## config.mk

```make
export PLATFORM = sky130hd
export DESIGN_NAME = branch_resolve_bht_flat
export DESIGN_NICKNAME = d
export VERILOG_FILES = /design/src/rtl/branch_resolve_bht_if.sv /design/src/rtl/branch_resolve_bht.sv /design/src/flat_wrapper.sv
export SDC_FILE = /design/constraint.sdc
export NUM_CORES = 1
export LEC_CHECK = 0
export CORE_MARGIN = 5
export CORE_UTILIZATION = 52
export CTS_CLUSTER_DIAMETER = 150
export DETAILED_ROUTE_END_ITERATION = 10
export GPL_TIMING_DRIVEN = 1
export PLACE_DENSITY = 0.95
export SYNTH_ARGS = -nofsm -noshare
export SYNTH_HDL_FRONTEND = slang
export SYNTH_SLANG_ARGS = --single-unit
```

## constraint.sdc

```tcl
create_clock -name clk -period 10.2 [get_ports clk]
set_input_delay 2.04 -clock clk [delete_from_list [all_inputs] [get_ports clk]]
set_output_delay 2.04 -clock clk [all_outputs]
set_load 0.01 [all_outputs]
```

## src/rtl/branch_resolve_bht_if.sv

```systemverilog
// EX-stage request/result bundle for branch_resolve_bht.
// master = EX pipeline side, slave = the branch unit.
interface branch_resolve_bht_if #(
  parameter int XLEN = 32
);
  logic            in_valid;
  logic            in_ready;
  logic [XLEN-1:0] pc;
  logic [XLEN-1:0] rsdata_a;
  logic [XLEN-1:0] rsdata_b;
  logic [XLEN-1:0] imm;
  logic [2:0]      ctrl;
  logic            br_en;
  logic            jump_en;
  logic            jalr_en;
  logic            pred_taken;
  logic            out_valid;
  logic            out_ready;
  logic [XLEN-1:0] out_next_pc;
  logic [XLEN-1:0] out_link;
  logic            out_taken;
  logic            out_mispredict;

  modport master (
    output in_valid, pc, rsdata_a, rsdata_b, imm, ctrl,
           br_en, jump_en, jalr_en, pred_taken, out_ready,
    input  in_ready, out_valid, out_next_pc, out_link, out_taken, out_mispredict
  );

  modport slave (
    input  in_valid, pc, rsdata_a, rsdata_b, imm, ctrl,
           br_en, jump_en, jalr_en, pred_taken, out_ready,
    output in_ready, out_valid, out_next_pc, out_link, out_taken, out_mispredict
  );
endinterface

```

## src/rtl/branch_resolve_bht.sv

```systemverilog
// Branch/JAL/JALR resolver with registered valid/ready output and a bimodal BHT.
// Define BRANCH_STATS_EN to build the branch and mispredict counters.
module branch_resolve_bht #(
  parameter int         XLEN        = 32,
  parameter int         BHT_ENTRIES = 16,
  parameter logic [1:0] BHT_INIT    = 2'b01
) (
  input  logic                  clk,
  input  logic                  rst,
  input  logic [XLEN-1:0]       lookup_pc,
  output logic                  lookup_taken,
  input  logic                  flush,
  branch_resolve_bht_if.slave   bus,
  output logic [31:0]           stat_branches,
  output logic [31:0]           stat_mispredicts
);
  localparam int IDX_W = $clog2(BHT_ENTRIES);

  logic [1:0]      bht_reg [BHT_ENTRIES];
  logic [IDX_W-1:0] upd_idx;
  logic [IDX_W-1:0] lk_idx;
  logic [1:0]      bht_cur;
  logic [1:0]      bht_next;

  logic            out_valid_reg;
  logic [XLEN-1:0] out_next_pc_reg;
  logic [XLEN-1:0] out_link_reg;
  logic            out_taken_reg;
  logic            out_mispredict_reg;

  logic            accept;
  logic            cond_true;
  logic            cond_legal;
  logic            train;
  logic [XLEN-1:0] link_calc;
  logic [XLEN-1:0] rel_target;
  logic [XLEN-1:0] jalr_target;
  logic [XLEN-1:0] next_calc;
  logic            taken_calc;
  logic            mis_calc;

  // Only the index bits of lookup_pc select a counter.
  logic unused_lookup_bits;
  assign unused_lookup_bits = ^{lookup_pc[XLEN-1:IDX_W+2], lookup_pc[1:0]};

  assign bus.in_ready = !flush && (!out_valid_reg || bus.out_ready);
  assign accept       = bus.in_valid && bus.in_ready;

  assign upd_idx      = bus.pc[IDX_W+1:2];
  assign lk_idx       = lookup_pc[IDX_W+1:2];
  assign lookup_taken = bht_reg[lk_idx][1];

  assign link_calc   = bus.pc + XLEN'(4);
  assign rel_target  = bus.pc + bus.imm;
  assign jalr_target = (bus.rsdata_a + bus.imm) & ~XLEN'(1);

  always_comb begin
    cond_true  = 1'b0;
    cond_legal = 1'b1;
    case (bus.ctrl)
      3'b000:  cond_true = (bus.rsdata_a == bus.rsdata_b);
      3'b001:  cond_true = (bus.rsdata_a != bus.rsdata_b);
      3'b100:  cond_true = ($signed(bus.rsdata_a) <  $signed(bus.rsdata_b));
      3'b101:  cond_true = ($signed(bus.rsdata_a) >= $signed(bus.rsdata_b));
      3'b110:  cond_true = (bus.rsdata_a <  bus.rsdata_b);
      3'b111:  cond_true = (bus.rsdata_a >= bus.rsdata_b);
      default: cond_legal = 1'b0;
    endcase
  end

  // Decode priority is JALR over JAL over conditional branch.
  always_comb begin
    next_calc  = link_calc;
    taken_calc = 1'b0;
    mis_calc   = bus.pred_taken;
    train      = 1'b0;
    if (bus.jalr_en) begin
      next_calc  = jalr_target;
      taken_calc = 1'b1;
      mis_calc   = 1'b1;
    end else if (bus.jump_en) begin
      next_calc  = rel_target;
      taken_calc = 1'b1;
      mis_calc   = !bus.pred_taken;
    end else if (bus.br_en) begin
      next_calc  = cond_true ? rel_target : link_calc;
      taken_calc = cond_true;
      mis_calc   = (cond_true != bus.pred_taken);
      train      = cond_legal;
    end
  end

  assign bht_cur = bht_reg[upd_idx];

  always_comb begin
    bht_next = bht_cur;
    if (taken_calc) begin
      if (bht_cur != 2'b11) bht_next = bht_cur + 2'b01;
    end else begin
      if (bht_cur != 2'b00) bht_next = bht_cur - 2'b01;
    end
  end

  always_ff @(posedge clk or posedge rst) begin
    if (rst) begin
      for (int i = 0; i < BHT_ENTRIES; i++) bht_reg[i] <= BHT_INIT;
    end else if (accept && train) begin
      bht_reg[upd_idx] <= bht_next;
    end
  end

  // accept already excludes flush, so a flushed operation never lands here.
  always_ff @(posedge clk or posedge rst) begin
    if (rst) begin
      out_valid_reg      <= 1'b0;
      out_next_pc_reg    <= '0;
      out_link_reg       <= '0;
      out_taken_reg      <= 1'b0;
      out_mispredict_reg <= 1'b0;
    end else if (flush) begin
      out_valid_reg <= 1'b0;
    end else if (accept) begin
      out_valid_reg      <= 1'b1;
      out_next_pc_reg    <= next_calc;
      out_link_reg       <= link_calc;
      out_taken_reg      <= taken_calc;
      out_mispredict_reg <= mis_calc;
    end else if (bus.out_ready) begin
      out_valid_reg <= 1'b0;
    end
  end

  assign bus.out_valid      = out_valid_reg;
  assign bus.out_next_pc    = out_next_pc_reg;
  assign bus.out_link       = out_link_reg;
  assign bus.out_taken      = out_taken_reg;
  assign bus.out_mispredict = out_mispredict_reg;

`ifdef BRANCH_STATS_EN
  logic [31:0] stat_branches_reg;
  logic [31:0] stat_mispredicts_reg;

  always_ff @(posedge clk or posedge rst) begin
    if (rst) begin
      stat_branches_reg    <= '0;
      stat_mispredicts_reg <= '0;
    end else begin
      if (accept && train)    stat_branches_reg    <= stat_branches_reg + 32'd1;
      if (accept && mis_calc) stat_mispredicts_reg <= stat_mispredicts_reg + 32'd1;
    end
  end

  assign stat_branches    = stat_branches_reg;
  assign stat_mispredicts = stat_mispredicts_reg;
`else
  assign stat_branches    = 32'd0;
  assign stat_mispredicts = 32'd0;
`endif
endmodule

```

## src/flat_wrapper.sv

```systemverilog
// flat-port wrapper written by rule: the top's interface ports become plain ports
module branch_resolve_bht_flat 
#(
  parameter int         XLEN        = 32,
  parameter int         BHT_ENTRIES = 16,
  parameter logic [1:0] BHT_INIT    = 2'b01
)
  (clk, rst, lookup_pc, lookup_taken, flush, stat_branches, stat_mispredicts, bus_in_valid, bus_pc, bus_rsdata_a, bus_rsdata_b, bus_imm, bus_ctrl, bus_br_en, bus_jump_en, bus_jalr_en, bus_pred_taken, bus_out_ready, bus_in_ready, bus_out_valid, bus_out_next_pc, bus_out_link, bus_out_taken, bus_out_mispredict);
  branch_resolve_bht_if #(.XLEN(XLEN)) bus_i ();
  input  logic clk;
  input  logic rst;
  input  logic [XLEN-1:0] lookup_pc;
  output logic lookup_taken;
  input  logic flush;
  output logic [31:0] stat_branches;
  output logic [31:0] stat_mispredicts;
  input wire logic [$bits(bus_i.in_valid)-1:0] bus_in_valid;
  input wire logic [$bits(bus_i.pc)-1:0] bus_pc;
  input wire logic [$bits(bus_i.rsdata_a)-1:0] bus_rsdata_a;
  input wire logic [$bits(bus_i.rsdata_b)-1:0] bus_rsdata_b;
  input wire logic [$bits(bus_i.imm)-1:0] bus_imm;
  input wire logic [$bits(bus_i.ctrl)-1:0] bus_ctrl;
  input wire logic [$bits(bus_i.br_en)-1:0] bus_br_en;
  input wire logic [$bits(bus_i.jump_en)-1:0] bus_jump_en;
  input wire logic [$bits(bus_i.jalr_en)-1:0] bus_jalr_en;
  input wire logic [$bits(bus_i.pred_taken)-1:0] bus_pred_taken;
  input wire logic [$bits(bus_i.out_ready)-1:0] bus_out_ready;
  output wire logic [$bits(bus_i.in_ready)-1:0] bus_in_ready;
  output wire logic [$bits(bus_i.out_valid)-1:0] bus_out_valid;
  output wire logic [$bits(bus_i.out_next_pc)-1:0] bus_out_next_pc;
  output wire logic [$bits(bus_i.out_link)-1:0] bus_out_link;
  output wire logic [$bits(bus_i.out_taken)-1:0] bus_out_taken;
  output wire logic [$bits(bus_i.out_mispredict)-1:0] bus_out_mispredict;
  assign bus_i.in_valid = bus_in_valid;
  assign bus_i.pc = bus_pc;
  assign bus_i.rsdata_a = bus_rsdata_a;
  assign bus_i.rsdata_b = bus_rsdata_b;
  assign bus_i.imm = bus_imm;
  assign bus_i.ctrl = bus_ctrl;
  assign bus_i.br_en = bus_br_en;
  assign bus_i.jump_en = bus_jump_en;
  assign bus_i.jalr_en = bus_jalr_en;
  assign bus_i.pred_taken = bus_pred_taken;
  assign bus_i.out_ready = bus_out_ready;
  assign bus_in_ready = bus_i.in_ready;
  assign bus_out_valid = bus_i.out_valid;
  assign bus_out_next_pc = bus_i.out_next_pc;
  assign bus_out_link = bus_i.out_link;
  assign bus_out_taken = bus_i.out_taken;
  assign bus_out_mispredict = bus_i.out_mispredict;
  branch_resolve_bht #(.XLEN(XLEN), .BHT_ENTRIES(BHT_ENTRIES), .BHT_INIT(BHT_INIT)) u_core (.clk(clk), .rst(rst), .lookup_pc(lookup_pc), .lookup_taken(lookup_taken), .flush(flush), .bus(bus_i), .stat_branches(stat_branches), .stat_mispredicts(stat_mispredicts));
endmodule
```

## After elaboration in Yosys (flattened, before gate mapping)

Cells that the tools add are included.

| cells by class | value |
|---|---|
| magnitude comparators | 7 |
| mux-type cells | 30 |
| reduce and logical (&&, ||, !) cells | 13 |
| add/sub/neg operators | 5 |
| equality and inequality tests | 9 |
| bitwise logic cells | 3 |

Operators with widths:

| kind | number |
|---|---|
| 32-bit 2-to-1 mux | 4 |
| 32-bit adder | 2 |
| 32-bit >= comparator | 2 |
| 32-bit < comparator | 2 |
| 32-bit by 3-bit adder with 32-bit output (second input constant) | 1 |
| 32-bit bitwise mux | 1 |
| 32-bit == test | 1 |
| 32-bit inequality test | 1 |
| 2-bit binary-select mux with 4-bit select | 2 |
| 2-bit 2-to-1 mux | 8 |
| 1-bit 2-to-1 mux | 13 |
| 3-bit == test (second input constant) | 4 |
| 5-bit >= comparator (second input constant) | 2 |
| 4-bit NOT with 5-bit output | 2 |
| 2-bit demux with 4-bit select | 1 |
| 1-bit one-hot mux with 6 select lines | 1 |
| 6-bit OR reduction | 1 |
| 5-bit by 1-bit < comparator with 1-bit output (second input constant) | 1 |
| 1-bit logical AND | 4 |
| 3-bit by 1-bit == test with 1-bit output (second input constant) | 1 |
| 1-bit logical NOT | 3 |
| 3-bit logical NOT | 1 |
| 3-bit nonzero test | 1 |
| 2-bit by 1-bit adder with 2-bit output (second input constant) | 1 |
| 7 further kinds | 7 |

| word-level totals | value |
|---|---|
| output and inout port bits | 133 |
| flip-flop bits (word level) | 99 |

## Longest topological paths before layout

| logic depth | value |
|---|---|
| depth in word-level cells | 8 |
| mapped depth | 15 |
| depth with buffers taken out | 13 |

## Worst setup path before layout

OpenSTA, ideal clock, no wires.

| timing path | value |
|---|---|
| kind | input -> output |
| start | in lookup_pc[2] |
| end | out lookup_taken |
| buffers on the path | 0 |
| setup slack | 5.156 ns |
| arrival time | 3.004 ns |
| stages on the path | 2 |
| cells stage by stage | mux4_2 -> mux4_2 |

| on the way | value |
|---|---|
| longest elaborated chain between the ends | 4 |

RTL lines:

| item | RTL line | text |
|---|---|---|
| from (decl) | flat_wrapper.sv:12 | `input logic [XLEN-1:0] lookup_pc;` |
| 4-bit NOT with 5-bit output (implied by the code) | branch_resolve_bht.sv:51 | `assign lookup_taken = bht_reg[lk_idx][1];` |
| 2-bit binary-select mux with 4-bit select | branch_resolve_bht.sv:51 |  |
| 2-bit 2-to-1 mux (implied by the code) (2 in series) | branch_resolve_bht.sv:51 |  |
| to (decl) | flat_wrapper.sv:13 | `output logic lookup_taken;` |

No other way between the ends. The select of a mux whose other input is x is not followed.

## Worst setup path after layout

| timing path | value |
|---|---|
| start | in bus_rsdata_b[14] |
| end | reg u_core.bht_reg[15] in the netlist's numbering |

| on the way | value |
|---|---|
| longest elaborated chain between the ends | 7 |
| elaborated cells on any way between the ends | 12 |
| those cells by class | 4 x order compare; 2 x eq/ne; 6 x mux |

RTL lines:

| item | RTL line | text |
|---|---|---|
| from (decl) | flat_wrapper.sv:20 | `input wire logic [$bits(bus_i.rsdata_b)-1:0] bus_rsdata_b;` |
| 32-bit >= comparator (tied with other cells) | branch_resolve_bht.sv:66 | `3'b111: cond_true = (bus.rsdata_a >= bus.rsdata_b);` |
| 1-bit one-hot mux with 6 select lines * | branch_resolve_bht.sv:60 | `case (bus.ctrl)` |
| 1-bit 2-to-1 mux * | branch_resolve_bht.sv:85 | `end else if (bus.br_en) begin` |
| 1-bit 2-to-1 mux * | branch_resolve_bht.sv:81 | `end else if (bus.jump_en) begin` |
| 1-bit 2-to-1 mux * | branch_resolve_bht.sv:77 | `if (bus.jalr_en) begin` |
| 2-bit 2-to-1 mux * | branch_resolve_bht.sv:97 | `if (taken_calc) begin` |
| 32-bit bitwise mux * | branch_resolve_bht.sv:108 | `bht_reg[upd_idx] <= bht_next;` |
| to (signal, indexed assignment) | branch_resolve_bht.sv:108 |  |
| to (decl) | branch_resolve_bht.sv:19 | `logic [1:0] bht_reg [BHT_ENTRIES];` |

Mark *: on every way between the ends. The rest lies on a longest branch, timed or not.
A chain may end at the register's enable or synchronous reset.

==> parameters.txt <==
Parameter                              Value

Routing
  Drc violations    0
  Average vias per placed instance    6.09
  Routed WL per cell    20.2 um
  Post-Route WL    31,800 um
  Number of nets with antenna violations after routing    0
  1st-pass router iterations    5
  Routed vias    9,590
  First DRT Iteration DRCs    877

Outcome
  Run status    finished clean

Layout
  Fraction of layout cells with a size suffix above 1    7.99%
  Design Area, Final    12,200 sq um
  Synth-to-layout area growth    24.7%
  Final layout net count    1,606
  ANT cells    0
  Final standard cell count with taps included and fillers excluded    1,574

Pwr
  Ratio of total power to cell area    121 nW/um^2
  Peak ir drop on the vdd network    0.0629 mV
  Reported leakage power    5.44 nW

Timing
  Timing-limited maximum frequency    0.151 GHz
  Max_slew headroom    23.4%
  Least-Margin Pin Slew    1150 ps
  Setup violation total in the final timing report    0
  Final worst-path cycle share    65.0%
  Unrepaired setup endpoints after global routing    no
  Final hold violations    0
  Final clock skew    13.6 ps
  Final Critical Period    6630 ps
  Summed negative setup slack over all endpoints    0 ps
  Count of final max-slew check failures    0

Logic synthesis
  Asr flop ratio synth    100%
  Most used flip-flop cell after synthesis    sky130_fd_sc_hd__dfrtp_1
  Post-synthesis average cell area    8.53 sq um
  Synth Cell Area    9750 sq um
  Post-synth EDFFs    0
  Post-synthesis cell type count    76
  Cell count after synthesis    1,142
  Part of the Yosys area used for sequential elements    25.6%
  Count of warnings emitted by yosys    0
  Count of state elements after synthesis    99

Floorplan
  Area inside the core boundary    18,600 sq um
  Chip height    147 um
  Standard-cell rows    50
  Die Width    147 um
  I/O Pins    305
  Initial core utilization    52.5%
  Total Die Area    21,600 sq um

GRT
  Overflow left after global routing    0
  Number of global-route vias before repair    9,603
  Antenna violations before repair    0
  Pin count of the biggest net entering global routing    70
  Wire length of the first global-routing pass    50,300 um
  GRT Util Overall    28.9%

CTS
  Clock buffer count from CTS    9
  Count of buffers added by post-CTS timing repair for setup    0
  Buffer depth of the longest clock path    2
  CTS clock-pin slew for the worst setup and hold paths    70 ps
  CTS sink count    99
  CTS resizes    0
  Root Buffer    sky130_fd_sc_hd__clkbuf_16
  H-tree levels    3
  CTS tree    built
  Clk_lat worst skew    360 ps
  Number of hold buffers added after CTS    0

Worst setup path
  Setup slack of the most critical reg-to-reg path    6470 ps
  Top fanout value on the critical path    24
  Critical path endpoint category    flip-flop
  R2r endpoint    u_core.bht_reg[23]
  Reg2reg start    u_core.bus.out_valid
  CP Data Required Time    10,440 ps
  CP Data Arrival Time    6870 ps
  Type of the worst setup path    in2reg
  R2R depth    9
  Type of element launching the critical path    input port

Min path
  Hold Crit Endpoint    u_core.bus.out_link[0]
  Class of the tightest hold or removal check    reg2reg
  Startpoint of the worst hold path    u_core.bus.out_link[0]
  Number of cells on the worst hold path    2

Placed design
  Routability congestion estimate    0.952
  Cell Count Post-Placement    1,558
  Total cell area at the placement stage    11,800 sq um
  HPWL reported at the end of detailed placement    25,200 um
  Port Buffer Count    212

Job
  Number of max-capacitance violations reported    0
-- metrics by stage --
| stage | hold slack, ps | power (mW) | setup slack (ps) | utilization (%) |
|---|---|---|---|---|
| global route | 507 | 1.54 | 3450 | 65.4 |
| global placement | 458 | 1.05 | 3400 | 63.6 |
| floorplan | 491 | 0.827 | 5160 | - |
| detailed placement | 461 | 1.07 | 3310 | 63.6 |
| CTS | 485 | 1.46 | 3660 | 65.4 |
| finish | 481 | 1.47 | 3570 | 65.4 |
-- per-layer routing --
metal / global-route usage (%) / up-vias / part of all wire [%]
met5: 0 / - / 0
met4: 15.8 / 0 / 5.9
met3: 5.55 / 137 / 8.8
met2: 46.6 / 553 / 46
met1: 36.6 / 4547 / 39
li1: - / 4353 / -
-- report_power, final --
group / internal [mW] / switching [mW] / total [mW]
clock network: 0.225 / 0.166 / 0.391
registers: 0.448 / 0.0347 / 0.483
logic: 0.285 / 0.314 / 0.599
-- cell type report --
| type | instances | area (sq um) |
|---|---|---|
| Multi-Input combinational cell | 952 | 6640 |
| Fill cell | 1457 | 6430 |
| Sequential cell | 99 | 2500 |
| Timing Repair Buffer | 220 | 2180 |
| Tap cell | 234 | 293 |
| Clock buffer | 10 | 239 |
| Inverter | 53 | 201 |
| Clock inverter | 6 | 95.1 |
-- placed cells by master, fill, tap and decap left out, types with 15 or more instances in the layout --
cell and n:
sky130_fd_sc_hd__dfstp_2 16, sky130_fd_sc_hd__xnor2_1 31, sky130_fd_sc_hd__mux4_2 15, sky130_fd_sc_hd__ha_1 97
sky130_fd_sc_hd__conb_1 64, sky130_fd_sc_hd__nand2_1 132, sky130_fd_sc_hd__clkdlybuf4s50_1 212, sky130_fd_sc_hd__nand4_1 18
sky130_fd_sc_hd__nand3_1 30, sky130_fd_sc_hd__nor3_1 15, sky130_fd_sc_hd__inv_1 52, sky130_fd_sc_hd__a21oi_1 89
sky130_fd_sc_hd__xor2_1 46, sky130_fd_sc_hd__mux2i_1 19, sky130_fd_sc_hd__mux2_2 33, sky130_fd_sc_hd__nor2b_1 17
sky130_fd_sc_hd__o21ai_0 79, sky130_fd_sc_hd__nor2_1 70, sky130_fd_sc_hd__o21a_1 20, sky130_fd_sc_hd__a21o_1 25
sky130_fd_sc_hd__dfrtp_1 83
-- critical path: stages --
cell                              delay (ps)
sky130_fd_sc_hd__clkdlybuf4s50_1         460
sky130_fd_sc_hd__inv_1                    40
sky130_fd_sc_hd__ha_1                    310
sky130_fd_sc_hd__nand4_1                 240
sky130_fd_sc_hd__nor4_1                  830
sky130_fd_sc_hd__nand2_1                 160
sky130_fd_sc_hd__nand2_1                 150
sky130_fd_sc_hd__a2111oi_0               110
sky130_fd_sc_hd__or2_1                   400
sky130_fd_sc_hd__a31oi_4                 750
sky130_fd_sc_hd__buf_4                   440
sky130_fd_sc_hd__nand2_2                 120
sky130_fd_sc_hd__maj3_2                  470
sky130_fd_sc_hd__mux2_2                  320
-- cell families (layout without fill, tap and decap cells) --
group	Yosys count	count (layout)	share of synthesized area (%)
fa+ha+maj	101	101	13.1
buf+inv	154	289	8.69
compound gates	291	291	19.0
mux	67	67	9.23
simple gates	352	352	17.4
xor+xnor	77	77	6.92
other cells	1	64	0.0385
flops	99	99	25.6
-- synthesized netlist by cell type, drive strengths merged (15+ instances only) --
library cell / number / area (sq um)
nor2b: 17 / 106
mux2i: 19 / 190
xor2: 46 / 403
nor3: 16 / 85.1
nor2: 70 / 263
dfrtp: 83 / 2080
ha: 97 / 1210
nand2: 134 / 505
inv: 53 / 199
o21ai: 82 / 410
a21o: 25 / 188
mux4: 15 / 338
o21a: 20 / 150
dfstp: 16 / 420
xnor2: 31 / 272
buf: 78 / 562
nand3: 30 / 150
clkbuf: 23 / 86.3
a21oi: 89 / 445
nand4: 19 / 125
mux2: 33 / 372
-- worst max-delay path by stage --
stage / start / end / slack, ps / cells past startpoint
4_1_cts: bus_rsdata_b[14] / u_core.bht_reg[15] / 3660 / 14
5_1_grt: bus_rsdata_b[14] / u_core.bht_reg[15] / 3450 / 14
3_5_place_dp: bus_rsdata_b[14] / u_core.bht_reg[15] / 3310 / 14
6_report: bus_rsdata_b[14] / u_core.bht_reg[15] / 3570 / 14
2_1_floorplan: lookup_pc[2] / lookup_taken / 5160 / 2
3_3_place_gp: bus_rsdata_b[14] / u_core.bht_reg[19] / 3400 / 14
No activity file was read; power rests on OpenSTA's default activity.
==> variant: new RTL, same flow settings <==
`XLEN` is set to 32 in 3 places; all go to 48.
--- a/src/rtl/branch_resolve_bht_if.sv
+++ b/src/rtl/branch_resolve_bht_if.sv
@@ -2,5 +2,5 @@
 // master = EX pipeline side, slave = the branch unit.
 interface branch_resolve_bht_if #(
-  parameter int XLEN = 32
+  parameter int XLEN = 48
 );
   logic            in_valid;
--- a/src/rtl/branch_resolve_bht.sv
+++ b/src/rtl/branch_resolve_bht.sv
@@ -2,5 +2,5 @@
 // Define BRANCH_STATS_EN to build the branch and mispredict counters.
 module branch_resolve_bht #(
-  parameter int         XLEN        = 32,
+  parameter int         XLEN        = 48,
   parameter int         BHT_ENTRIES = 16,
   parameter logic [1:0] BHT_INIT    = 2'b01
--- a/src/flat_wrapper.sv
+++ b/src/flat_wrapper.sv
@@ -2,5 +2,5 @@
 module branch_resolve_bht_flat 
 #(
-  parameter int         XLEN        = 32,
+  parameter int         XLEN        = 48,
   parameter int         BHT_ENTRIES = 16,
   parameter logic [1:0] BHT_INIT    = 2'b01
Ports: changed (7 resized); port bits go from 305 to 417. No check against the original RTL was run, so the function may have changed too.
==> variant against the original RTL <==
- clock skew decreased by 1.1 ps
- sequential cell count increased by 32
- utilization grew 1.1 points
- routed wire length up 66%
- final area rose by 47%
- power increased by 52%
- synthesized area grew 44%
- setup slack better by 240 ps
- critical endpoint is now u_core.bht_reg[28]
==> variant: results (changes against the original RTL) <==
delay-heaviest family, CP=compound AO/OA/AOI/OAI gates; HPWL Detailed=41.7 mm (+66%); fin nets=2,412 (+50%); worst skew pair latency=440 ps (+80 ps); register-to-register setup slack=6960 ps (+490 ps); r2r endpoint=u_core.bht_reg[17]; GPL Wtd Cong=1.05 (+10%); M1 WL=19.6 mm (+56%); vias in the first global route=14.7k (+53%); slowest stage cell, crit path=maj3_1; detail-routed via count per cell=6.32 (+3.8%); share of layout cells above drive strength 1=0.0721 (-0.00779); post-synthesis mux area share=0.0729 (-0.0194); CP startpoint=bus_rsdata_b[22]; static leakage=7.87 nW (+45%); routed wire length on met2=24.7 mm (+69%); outcome=finished clean; Seq/Total Area, Yosys=0.235 (-0.0217); worst setup path end=u_core.bht_reg[28]; initial antenna violation count=1 (+1); R2R cell count=7 (-2); placed cell count=2,335 (+50%); All-Layer GR Usage=0.329 (+0.0402); Min-Delay Startpoint=u_core.bus.out_link[38]; largest net degree at the start of global routing=72 (+2.9%); Buffers on Ports=308 (+45%); Max stage delay on crit path=630 ps (-200 ps); Place WS=3440 ps (+133 ps); drt wl/cell=22.3 microns (+10%); total CTS buffers=17 (+8); FILL cells=2,151 (+48%); top layer in use=met5; met2 global-route usage=0.555 (+0.0885); Worst-Margin Slew=1220 ps (+76.9 ps); metal3 WL=5.70 mm (+100%); met3 Usage GRT=0.0698 (+0.0143); XOR/XNOR Fraction of Synth Area=0.0722 (+0.00306); Worst Hold End=u_core.bus.out_link[38]; Final Cycle Share=0.626 (-0.0233); adder-cell share of the synthesized area=0.133 (+0.00235)
variant: changes by cell type after synthesis, moves of 15 or more:
cell / change
nand2_1: +60
nor2_1: +56
ha_1: +48
inv_1: +46
a21oi_1: +39
dfrtp_1: +32
o21ai_0: +32
xnor2_1: +29
clkbuf_1: +28
nand3_1: +22
nand4_1: +22
a211oi_1: +18
a31oi_1: +15
variant: power by group:
group	switching, mW	internal (mW)	total [mW]
logic	0.502	0.438	0.940
registers	0.0537	0.599	0.653
clock network	0.318	0.333	0.652
variant: cells by family after synthesis:
family | count (synthesis)
compound gates | 479
xor+xnor | 116
fa+ha+maj | 149
buf+inv | 223
flops | 131
mux | 78
other cells | 1
simple gates | 556
variant: cell type report:
cell class                      instances  area (sq um)  share of cell area
Clock inverter                         15           185              0.0104
Multi-Input combinational cell       1442          9920               0.557
Antenna cell                            1          2.50            0.000140
Clock buffer                           17           425              0.0239
Inverter                               99           374              0.0210
Tap cell                              341           427              0.0239
Timing Repair Buffer                  322          3190               0.179
Sequential cell                       131          3300               0.185
